$ cat src/rtl/lvds_frame_scan.sv
// LVDS panel raster timing with image-window fetch from a 1-clock-latency RAM.
// Pixel, de, syncs and frame_start share a 3-clock latency from the counters.
module lvds_frame_scan #(
    parameter int unsigned H_ACTIVE = 1024,
    parameter int unsigned H_FP     = 24,
    parameter int unsigned H_SYNC   = 136,
    parameter int unsigned H_BP     = 160,
    parameter int unsigned V_ACTIVE = 768,
    parameter int unsigned V_FP     = 3,
    parameter int unsigned V_SYNC   = 6,
    parameter int unsigned V_BP     = 29,
    parameter int unsigned IMG_W    = 200,
    parameter int unsigned IMG_H    = 200,
    parameter int unsigned X0       = 412,
    parameter int unsigned Y0       = 284,
    parameter logic [17:0] BORDER   = 18'h00000
) (
    input  logic        clkq,
    input  logic        rst_n,
    output logic [15:0] addrX,
    output logic [1:0]  en,
    input  logic [5:0]  d_inR,
    input  logic [5:0]  d_inG,
    input  logic [5:0]  d_inB,
    output logic [5:0]  pix_r,
    output logic [5:0]  pix_g,
    output logic [5:0]  pix_b,
    output logic        hsync,
    output logic        vsync,
    output logic        de,
    output logic        frame_start
);

    localparam int unsigned H_TOTAL = H_ACTIVE + H_FP + H_SYNC + H_BP;
    localparam int unsigned V_TOTAL = V_ACTIVE + V_FP + V_SYNC + V_BP;
    localparam int unsigned HW      = $clog2(H_TOTAL);
    localparam int unsigned VW      = $clog2(V_TOTAL);
    localparam int unsigned CTL_W   = 5;
    localparam int unsigned C_VIS   = 4;
    localparam int unsigned C_HS    = 3;
    localparam int unsigned C_VS    = 2;
    localparam int unsigned C_WIN   = 1;
    localparam int unsigned C_FS    = 0;

    // Window must lie inside the active area and fit the 16-bit address space.
    if (X0 + IMG_W > H_ACTIVE || Y0 + IMG_H > V_ACTIVE) begin : g_bad_window
        $error("lvds_frame_scan: image window extends outside the active area");
    end
    if (IMG_W * IMG_H > 65536) begin : g_bad_size
        $error("lvds_frame_scan: image larger than the 16-bit address space");
    end

    logic [HW-1:0]    h_cnt_q, h_cnt_d;
    logic [VW-1:0]    v_cnt_q, v_cnt_d;
    logic [15:0]      ptr_q, ptr_d;
    logic [15:0]      addr_q, addr_d;
    logic [1:0]       en_q, en_d;
    logic [CTL_W-1:0] ctl1_q, ctl1_d, ctl2_q;
    logic [17:0]      pix_q, pix_d;
    logic             de_q, hsync_q, vsync_q, fs_q;

    logic h_wrap_c, v_wrap_c, vis_c, hs_c, vs_c, win_c, fs_c;

    // Stage 0: raster counters, decode and incremental window address.
    always_comb begin
        h_wrap_c = (h_cnt_q == HW'(H_TOTAL - 1));
        v_wrap_c = (v_cnt_q == VW'(V_TOTAL - 1));

        h_cnt_d = h_wrap_c ? '0 : h_cnt_q + HW'(1);
        v_cnt_d = v_cnt_q;
        if (h_wrap_c) begin
            v_cnt_d = v_wrap_c ? '0 : v_cnt_q + VW'(1);
        end

        vis_c = (h_cnt_q < HW'(H_ACTIVE)) && (v_cnt_q < VW'(V_ACTIVE));
        hs_c  = (h_cnt_q >= HW'(H_ACTIVE + H_FP)) &&
                (h_cnt_q <  HW'(H_ACTIVE + H_FP + H_SYNC));
        vs_c  = (v_cnt_q >= VW'(V_ACTIVE + V_FP)) &&
                (v_cnt_q <  VW'(V_ACTIVE + V_FP + V_SYNC));
        win_c = (h_cnt_q >= HW'(X0)) && (h_cnt_q < HW'(X0 + IMG_W)) &&
                (v_cnt_q >= VW'(Y0)) && (v_cnt_q < VW'(Y0 + IMG_H));
        fs_c  = (h_cnt_q == '0) && (v_cnt_q == '0);

        // Clearing on entry to (0,0) wins over the increment.
        ptr_d = ptr_q;
        if (h_wrap_c && v_wrap_c) begin
            ptr_d = '0;
        end else if (win_c) begin
            ptr_d = ptr_q + 16'd1;
        end

        addr_d = win_c ? ptr_q : addr_q;
        en_d   = win_c ? 2'b01 : 2'b00;
        ctl1_d = {vis_c, hs_c, vs_c, win_c, fs_c};

        // Stage 3 pixel select: RAM data inside the window, border elsewhere in active.
        pix_d = '0;
        if (ctl2_q[C_WIN]) begin
            pix_d = {d_inR, d_inG, d_inB};
        end else if (ctl2_q[C_VIS]) begin
            pix_d = BORDER;
        end
    end

    always_ff @(posedge clkq or negedge rst_n) begin
        if (!rst_n) begin
            h_cnt_q <= '0;
            v_cnt_q <= '0;
            ptr_q   <= '0;
            addr_q  <= '0;
            en_q    <= 2'b00;
            ctl1_q  <= '0;
            ctl2_q  <= '0;
            pix_q   <= '0;
            de_q    <= 1'b0;
            hsync_q <= 1'b1;
            vsync_q <= 1'b1;
            fs_q    <= 1'b0;
        end else begin
            h_cnt_q <= h_cnt_d;
            v_cnt_q <= v_cnt_d;
            ptr_q   <= ptr_d;
            addr_q  <= addr_d;
            en_q    <= en_d;
            ctl1_q  <= ctl1_d;
            ctl2_q  <= ctl1_q;
            pix_q   <= pix_d;
            de_q    <= ctl2_q[C_VIS];
            hsync_q <= ~ctl2_q[C_HS];
            vsync_q <= ~ctl2_q[C_VS];
            fs_q    <= ctl2_q[C_FS];
        end
    end

    assign addrX       = addr_q;
    assign en          = en_q;
    assign pix_r       = pix_q[17:12];
    assign pix_g       = pix_q[11:6];
    assign pix_b       = pix_q[5:0];
    assign de          = de_q;
    assign hsync       = hsync_q;
    assign vsync       = vsync_q;
    assign frame_start = fs_q;

endmodule

$ cat config.mk
export PLATFORM = sky130hd
export DESIGN_NAME = lvds_frame_scan
export DESIGN_NICKNAME = d
export VERILOG_FILES = /design/src/rtl/lvds_frame_scan.sv
export SDC_FILE = /design/constraint.sdc
export NUM_CORES = 1
export LEC_CHECK = 0
export ABC_AREA = 1
export ABC_CLOCK_PERIOD_IN_PS = 2050
export BUFFER_PORTS_ARGS = -buffer_cell sky130_fd_sc_hd__buf_2
export CORE_MARGIN = 8
export CORE_UTILIZATION = 30
export DETAILED_ROUTE_END_ITERATION = 16
export GPL_ROUTABILITY_DRIVEN = 0
export PLACE_DENSITY_LB_ADDON = 0.12
export REMOVE_ABC_BUFFERS = 1
export SLEW_MARGIN = 0
export SYNTH_ARGS = -nofsm -noshare
export SYNTH_HDL_FRONTEND = slang
export SYNTH_SLANG_ARGS = --single-unit
$ cat constraint.sdc
create_clock -name clkq -period 2.05 [get_ports clkq]
set_input_delay 0.205 -clock clkq [delete_from_list [all_inputs] [get_ports clkq]]
set_output_delay 0.205 -clock clkq [all_outputs]
set_load 0.005 [all_outputs]
==> impl_metrics.csv, run 1 <==
group,metric,value,unit
cts,cts_buffers,9,
detailed_routing,ant_nets,0,
critical_path,crit_end,"ptr_q[9]$_DFFE_PN0P_",
cells_and_area,regArea,2130,sq um
detailed_routing,vias,3260,
global_routing,grt_pass1_vias,3248,
yosys,yosysTopAreaCellShare,51.1,%
critical_path,worstPathMaxFanout,10,
die,die_y,132,um
detailed_routing,wirelength_met1,4.78,mm
detailed_routing,drc,0,
detailed_routing,first_iter_violations,240,
die,dieArea,17500,sq um
sta,layout_min_cycle_time,1880,ps
cts,cts.sinks,85,
yosys,synth-seq-area-share,52.4,%
global_routing,track_usage,11.3,%
placed_design,post-place-ws,207,ps
yosys,syn_area_per_cell,8.29,sq um
cts,clk_pin_slew,70,ps
detailed_routing,routedWlPerCell,12.8,um
cells_and_area,area_delta_synth_final,20.7,%
cells_and_area,design_area,4900,sq um
critical_path,regToRegStartpoint,"v_cnt_q[1]$_DFFE_PN0N_",
detailed_routing,dr.pass1.iters,4,
flow_run,maxCapViolCount,0,
critical_path,end_kind,"flip-flop",
yosys,ys_ff_latch,85,
cts,insertion_delay,340,ps
yosys,yosysTopAreaCell,"dfrtp_1",
cells_and_area,nets,585,
yosys,syn_area,4060,sq um
sta,max_slew_margin,64.8,%
sta,hold_viol,0,
die,io_pins,60,
sta,worst_clock_skew,6.55,ps
global_routing,overflow,0,
yosys,synth_cells,490,
cells_and_area,fin_util,37.0,%
critical_path,worst_r2r_path_depth,7,
cts,cts_max_level,3,
global_routing,grt_start_max_net_pins,33,
detailed_routing,dr_wl_met2,3.93,mm
yosys,synth.area.top_cells,"dfrtp_1 (51%), nand2_1 (13%), inv_1 (5.8%), nand3_1 (4.6%), nor2_1 (4.3%)",
sta,rsz0062_at_grt,"no",
yosys,synth_cell_type_count,34,
yosys,async_reset_ff_share,100,%
cells_and_area,antennaDiodeCount,0,
yosys,synthTopCellsByCount,"nand2_1 (137), dfrtp_1 (83), inv_1 (63)",
sta,period_share,91.9,%
worst_hold_path,hp-class,"primary input to flip-flop",
critical_path,cp-start-kind,"flip-flop",
global_routing,grt_pass1_wl,16.4,mm
critical_path,crit_start,"v_cnt_q[1]$_DFFE_PN0N_",
detailed_routing,via_per_inst,4.41,
placed_design,place_area,4590,sq um
cts,ctsResizeCount,0,
detailed_routing,maxUsedRoutingLayer,"met4",
sta,finalSetupViolations,0,
cts,clk_path_buf_depth,2,
critical_path,crit_type,"flip-flop to flip-flop",
sta,slew_violations,0,
pwr,power,0.00342,W
die,core_area,13200,sq um
cts,root_buffer,"clkbuf_16",
pwr,irDropWorstVdd,0.000365,V
sta,fmax,531,MHz
yosys,yosysMostFrequentCell,"nand2_1",
pwr,powerDensity,697,nW/um^2
yosys,yosys_most_used_dff,"dfrtp_1",
sta,tightest_slew,528,ps
placed_design,hpwl,6.88,mm
run_status,outcome,"completed",
cts,cts_tree,"done",
critical_path,rr_endpoint,"ptr_q[9]$_DFFE_PN0P_",
critical_path,worstPathArrival,2110,ps
sta,whs,50.6,ps
cells_and_area,multiInputGateArea,1600,sq um
critical_path,worstPathRequired,2270,ps
sta,worst_slack,166,ps
yosys,synth_warnings,0,
die,die_w,132,um
critical_path,r2r_setup_slack,170,ps
detailed_routing,drt_wl_total,9.43,mm
cells_and_area,drive_above_1_share,17.6,%
detailed_routing,wl_met3,546,um
yosys,synth-edff-count,0,
cells_and_area,n_fill_cell,1390,
placed_design,port_buffers,58,
die,rows,42,
global_routing,antenna_found_initial,0,
die,initial_core_util,30.7,%
worst_hold_path,hold_path_depth,3,
pwr,p_leak,2.63,nW
[flip-flops by register name (all words and copies together), names as in the netlist]
register,flops
pix_q,18
addrX,16
ptr_q,16
h_cnt_q,11
v_cnt_q,10
ctl1_q,5
ctl2_q,5
de,1
frame_start,1
hsync,1
vsync,1
[per-layer routing]
layer / track usage [%] / vias up
met3: 2.90 / 10
met1: 15.4 / 1483
li1: - / 1693
met5: 0 / -
met2: 16.3 / 74
met4: 5.24 / 0
[cell type report]
cell class | count | area share [%]
Tap cell | 176 | 4.49
Sequential cell | 85 | 43.4
Clock buffer | 9 | 4.59
Multi-Input combinational cell | 327 | 32.7
Clock inverter | 7 | 1.66
Timing Repair Buffer | 71 | 8.27
Inverter | 64 | 4.90
[through the flow]
stage / instances / TNS (ps)
2_1_floorplan: 476 / -1890
3_3_place_gp: 722 / 0
3_5_place_dp: 722 / 0
4_1_cts: 739 / 0
5_1_grt: 739 / 0
6_report: 739 / 0
[critical path: stages (launching register included)]
cell and delay, ps:
dfrtp_1 400, inv_1 140, ha_1 180, nand2_1 70, nor3_2 330, nand2_1 360
nand4_1 210, nand2_1 60
[worst min-delay path by stage]
stage,start,to
3_5_place_dp,rst_n,pix_q[10]$_DFF_PN0_
3_3_place_gp,rst_n,pix_q[1]$_DFF_PN0_
4_1_cts,d_inR[1],pix_q[13]$_DFF_PN0_
6_report,d_inR[1],pix_q[13]$_DFF_PN0_
5_1_grt,d_inR[3],pix_q[15]$_DFF_PN0_
2_1_floorplan,rst_n,addrX[0]$_DFFE_PN0P_
[report_power, final]
part / switching (W) / internal [W] / leakage, nW
logic: 0.0000394 / 0.0000207 / 1.33
clock network: 0.000722 / 0.000962 / 0.147
registers: 0 / 0.00168 / 1.15
total: 0.000761 / 0.00266 / 2.63
[cell families after synthesis]
| family | after synthesis | share of synthesized area, % |
|---|---|---|
| XOR/XNOR | 15 | 3.23 |
| other | 1 | 0.0923 |
| flip-flops | 85 | 52.4 |
| AND/OR/NAND/NOR | 267 | 29.1 |
| AO/OA/AOI/OAI | 37 | 4.86 |
| buffers and inverters | 78 | 8.16 |
| adder cells (fa/ha/maj) | 7 | 2.16 |
[placed cells by master, fill, tap and decap left out, types with 2 or more instances in the layout]
master and instances:
inv_1 63, inv_6 3, xnor2_1 2, nand3_2 2, clkinv_4 2, nand2_2 3, o21ai_0 12, nor2_1 47
ha_1 7, nand4_1 22, dfrtp_1 83, a21oi_1 10, dfstp_2 2, clkbuf_16 9, xor2_1 13, o31ai_1 2
o21ai_1 10, buf_2 57, nand3_1 37, buf_4 12, nor3_1 11, nand2_1 137
[repair_timing]
item                      4_1_cts  5_1_grt
setup buffers                   0        0
hold buffers                    1        0
hold endpoints to repair       21        0
Note: power is estimated with default switching activity, not from simulation.
==> run 2, diff against run 1 <==
--- a/config.mk
+++ b/config.mk
@@ -13,7 +13,6 @@
 export DETAILED_ROUTE_END_ITERATION = 16
 export GPL_ROUTABILITY_DRIVEN = 0
 export PLACE_DENSITY_LB_ADDON = 0.12
-export REMOVE_ABC_BUFFERS = 1
 export SLEW_MARGIN = 0
 export SYNTH_ARGS = -nofsm -noshare
 export SYNTH_HDL_FRONTEND = slang
==> run 2 against run 1 <==
Effect of this change: register-to-register slack improved by 90 ps; power rose by 2.5%; flip-flop and latch count did not move; worst hold slack improved by 1.6 ps; die area did not move; sequential share of layout area fell by 0.15 points; core utilization rose by 0.13 points; wire length rose by 0.85%; clock power rose by 5%; clock skew fell by 1.5 ps; clock-buffer cell count did not move; via count rose by 2.4%; critical path type unchanged.
==> impl_metrics.csv, run 2 (synthesis results as in run 1) <==
group,metric,value,unit
cells_and_area,regArea,2130,sq um
cells_and_area,layout.cells.non_filler,738,
sta,slew_violations,0,
yosys,synthesis.nets,517,
placed_design,port_buffers,58,
cts,cts_tree,"done",
sta,worst_slack,260,ps
critical_path,worst_r2r_path_depth,8,
global_routing,overflow,0,
sta,max_slew_margin,58.2,%
cells_and_area,multiInputGateArea,1610,sq um
sta,hold_viol,0,
pwr,p_leak,2.64,nW
sta,tns,0,ps
sta,period_share,87.3,%
pwr,powerDensity,712,nW/um^2
global_routing,track_usage,11.3,%
die,io_pins,60,
sta,rsz0062_at_grt,"no",
placed_design,hpwl,6.91,mm
critical_path,worstPathRequired,2270,ps
cts,cts.sinks,85,
pwr,switching_share,20.7,%
die,die_w,132,um
die,dieArea,17500,sq um
sta,layout_min_cycle_time,1790,ps
cts,insertion_delay,340,ps
detailed_routing,drt_wl_total,9.51,mm
cells_and_area,final_cell_mix,"nand2_1 (136), dfrtp_1 (83), inv_1 (63)",
global_routing,grt_pass1_wl,16.2,mm
critical_path,crit_type,"flip-flop to flip-flop",
critical_path,worstPathArrival,2010,ps
pwr,power.switching,0.000726,W
detailed_routing,ant_nets,0,
cts,root_buffer,"clkbuf_16",
cells_and_area,nets,584,
pwr,power,0.00351,W
cts,clk_pin_slew,60,ps
detailed_routing,first_iter_violations,204,
cells_and_area,antennaDiodeCount,0,
detailed_routing,via_per_inst,4.52,
pwr,clkPwrFrac,50.5,%
placed_design,dp_cells,719,
critical_path,r2r_setup_slack,260,ps
pwr,p_int,0.00278,W
detailed_routing,drc,0,
worst_hold_path,hold_path_depth,3,
placed_design,post-place-ws,135,ps
cells_and_area,drive_above_1_share,17.6,%
worst_hold_path,holdCritStartpoint,"d_inB[2]",
sta,worst_clock_skew,5.04,ps
detailed_routing,vias,3339,
cells_and_area,top_register,"pix_q",
sta,fmax,559,MHz
global_routing,grt_start_max_net_pins,50,
detailed_routing,dr.pass1.iters,5,
global_routing,antenna_found_initial,0,
cells_and_area,n_fill_cell,1441,
cts,clk_path_buf_depth,2,
detailed_routing,routedWlPerCell,12.9,um
critical_path,cp-start-kind,"flip-flop",
worst_hold_path,min_to,"pix_q[2]$_DFF_PN0_",
cells_and_area,final_common_cell,"nand2_1",
flow_run,maxCapViolCount,0,
sta,finalSetupViolations,0,
die,core_area,13200,sq um
cts,cts_max_level,3,
pwr,p_seq_share,47.8,%
run_status,outcome,"completed",
cts,cts_buffers,9,
critical_path,regToRegStartpoint,"v_cnt_q[6]$_DFFE_PN0N_",
pwr,p_comb_share,1.7,%
cells_and_area,largest_register_ff_count,18,
cells_and_area,area_delta_synth_final,21.1,%
die,die_y,132,um
critical_path,worstPathMaxFanout,6,
die,rows,42,
sta,tightest_slew,628,ps
global_routing,grt_pass1_vias,3278,
critical_path,end_kind,"flip-flop",
pwr,irDropWorstVdd,0.000375,V
die,initial_core_util,30.7,%
critical_path,rr_endpoint,"ptr_q[12]$_DFFE_PN0P_",
worst_hold_path,hp-class,"primary input to flip-flop",
run 2: cell count changes in the layout (fill, tap and decap cells not counted), sizes merged:
cell | before | now
clkinvlp | 1 | 0
bufinv | 1 | 2
buf | 70 | 69
run 2: how the worst max path moves through the flow:
stage | start | end | slack (ps) | depth (start not counted)
2_1_floorplan | h_cnt_q[0]$_DFF_PN0_ | ptr_q[9]$_DFFE_PN0P_ | 450 | 9
3_3_place_gp | h_cnt_q[0]$_DFF_PN0_ | ptr_q[12]$_DFFE_PN0P_ | 180 | 8
3_5_place_dp | h_cnt_q[0]$_DFF_PN0_ | ptr_q[12]$_DFFE_PN0P_ | 130 | 8
4_1_cts | h_cnt_q[0]$_DFF_PN0_ | ptr_q[12]$_DFFE_PN0P_ | 120 | 8
5_1_grt | h_cnt_q[5]$_DFF_PN0_ | ptr_q[12]$_DFFE_PN0P_ | 40 | 10
6_report | v_cnt_q[6]$_DFFE_PN0N_ | ptr_q[12]$_DFFE_PN0P_ | 260 | 8
run 2: layout make-up:
cell class                 instances  share of cell area, %
sequential                        85                   43.3
multi-input combinational        327                   32.6
timing repair buffer              70                   8.08
inverter                          64                   4.88
clock buffer                       9                   4.58
tap                              176                   4.47
clock inverter                     7                   2.11
run 2: repair_timing:
| item | in CTS | in global routing |
|---|---|---|
| hold buffers | 1 | 0 |
| setup endpoints to repair | 0 | 14 |
| buffers inserted | 0 | 2 |
| resized for setup | 0 | 1 |
| hold endpoints to repair | 45 | 0 |
run 2: worst max-delay path, stage by stage, from the launching register on:
cell and delay [ps]:
dfrtp_1 440, nor2_1 210, nand2_1 110, nor2_1 110, nand3_1 210, nor2_1 380, a21oi_1 90, nand2_1 80
nand2_1 50
run 2: power groups by stage:
| stage | Combinational, W | Clock (W) | Sequential [W] |
|---|---|---|---|
| 6_report | 0.0000583 | 0.00177 | 0.00168 |
| 5_1_grt | 0.0000680 | 0.00190 | 0.00168 |
| 4_1_cts | 0.0000617 | 0.00184 | 0.00168 |
| 3_5_place_dp | 0.0000600 | 0 | 0.00171 |
| 3_3_place_gp | 0.0000598 | 0 | 0.00171 |
| 2_1_floorplan | 0.00000180 | 0 | 0.00171 |
run 2: stage by stage:
step	hold WS, ps	area [sq um]	utilization, %
2_1_floorplan	-90.6	4060	-
3_3_place_gp	274	4570	34.5
3_5_place_dp	270	4570	34.5
4_1_cts	38.2	4900	37.0
5_1_grt	52.8	4920	37.2
6_report	52.3	4920	37.2
run 2: metal layers:
layer,wire length (um),part of all wire [%],global-route usage (%),vias up
met1,4640,49,14.6,1556
met2,4210,44,17.3,73
li1,-,-,-,1699
met3,501,5.3,2.90,11
met4,159,1.7,4.92,0
met5,0,0,0,-
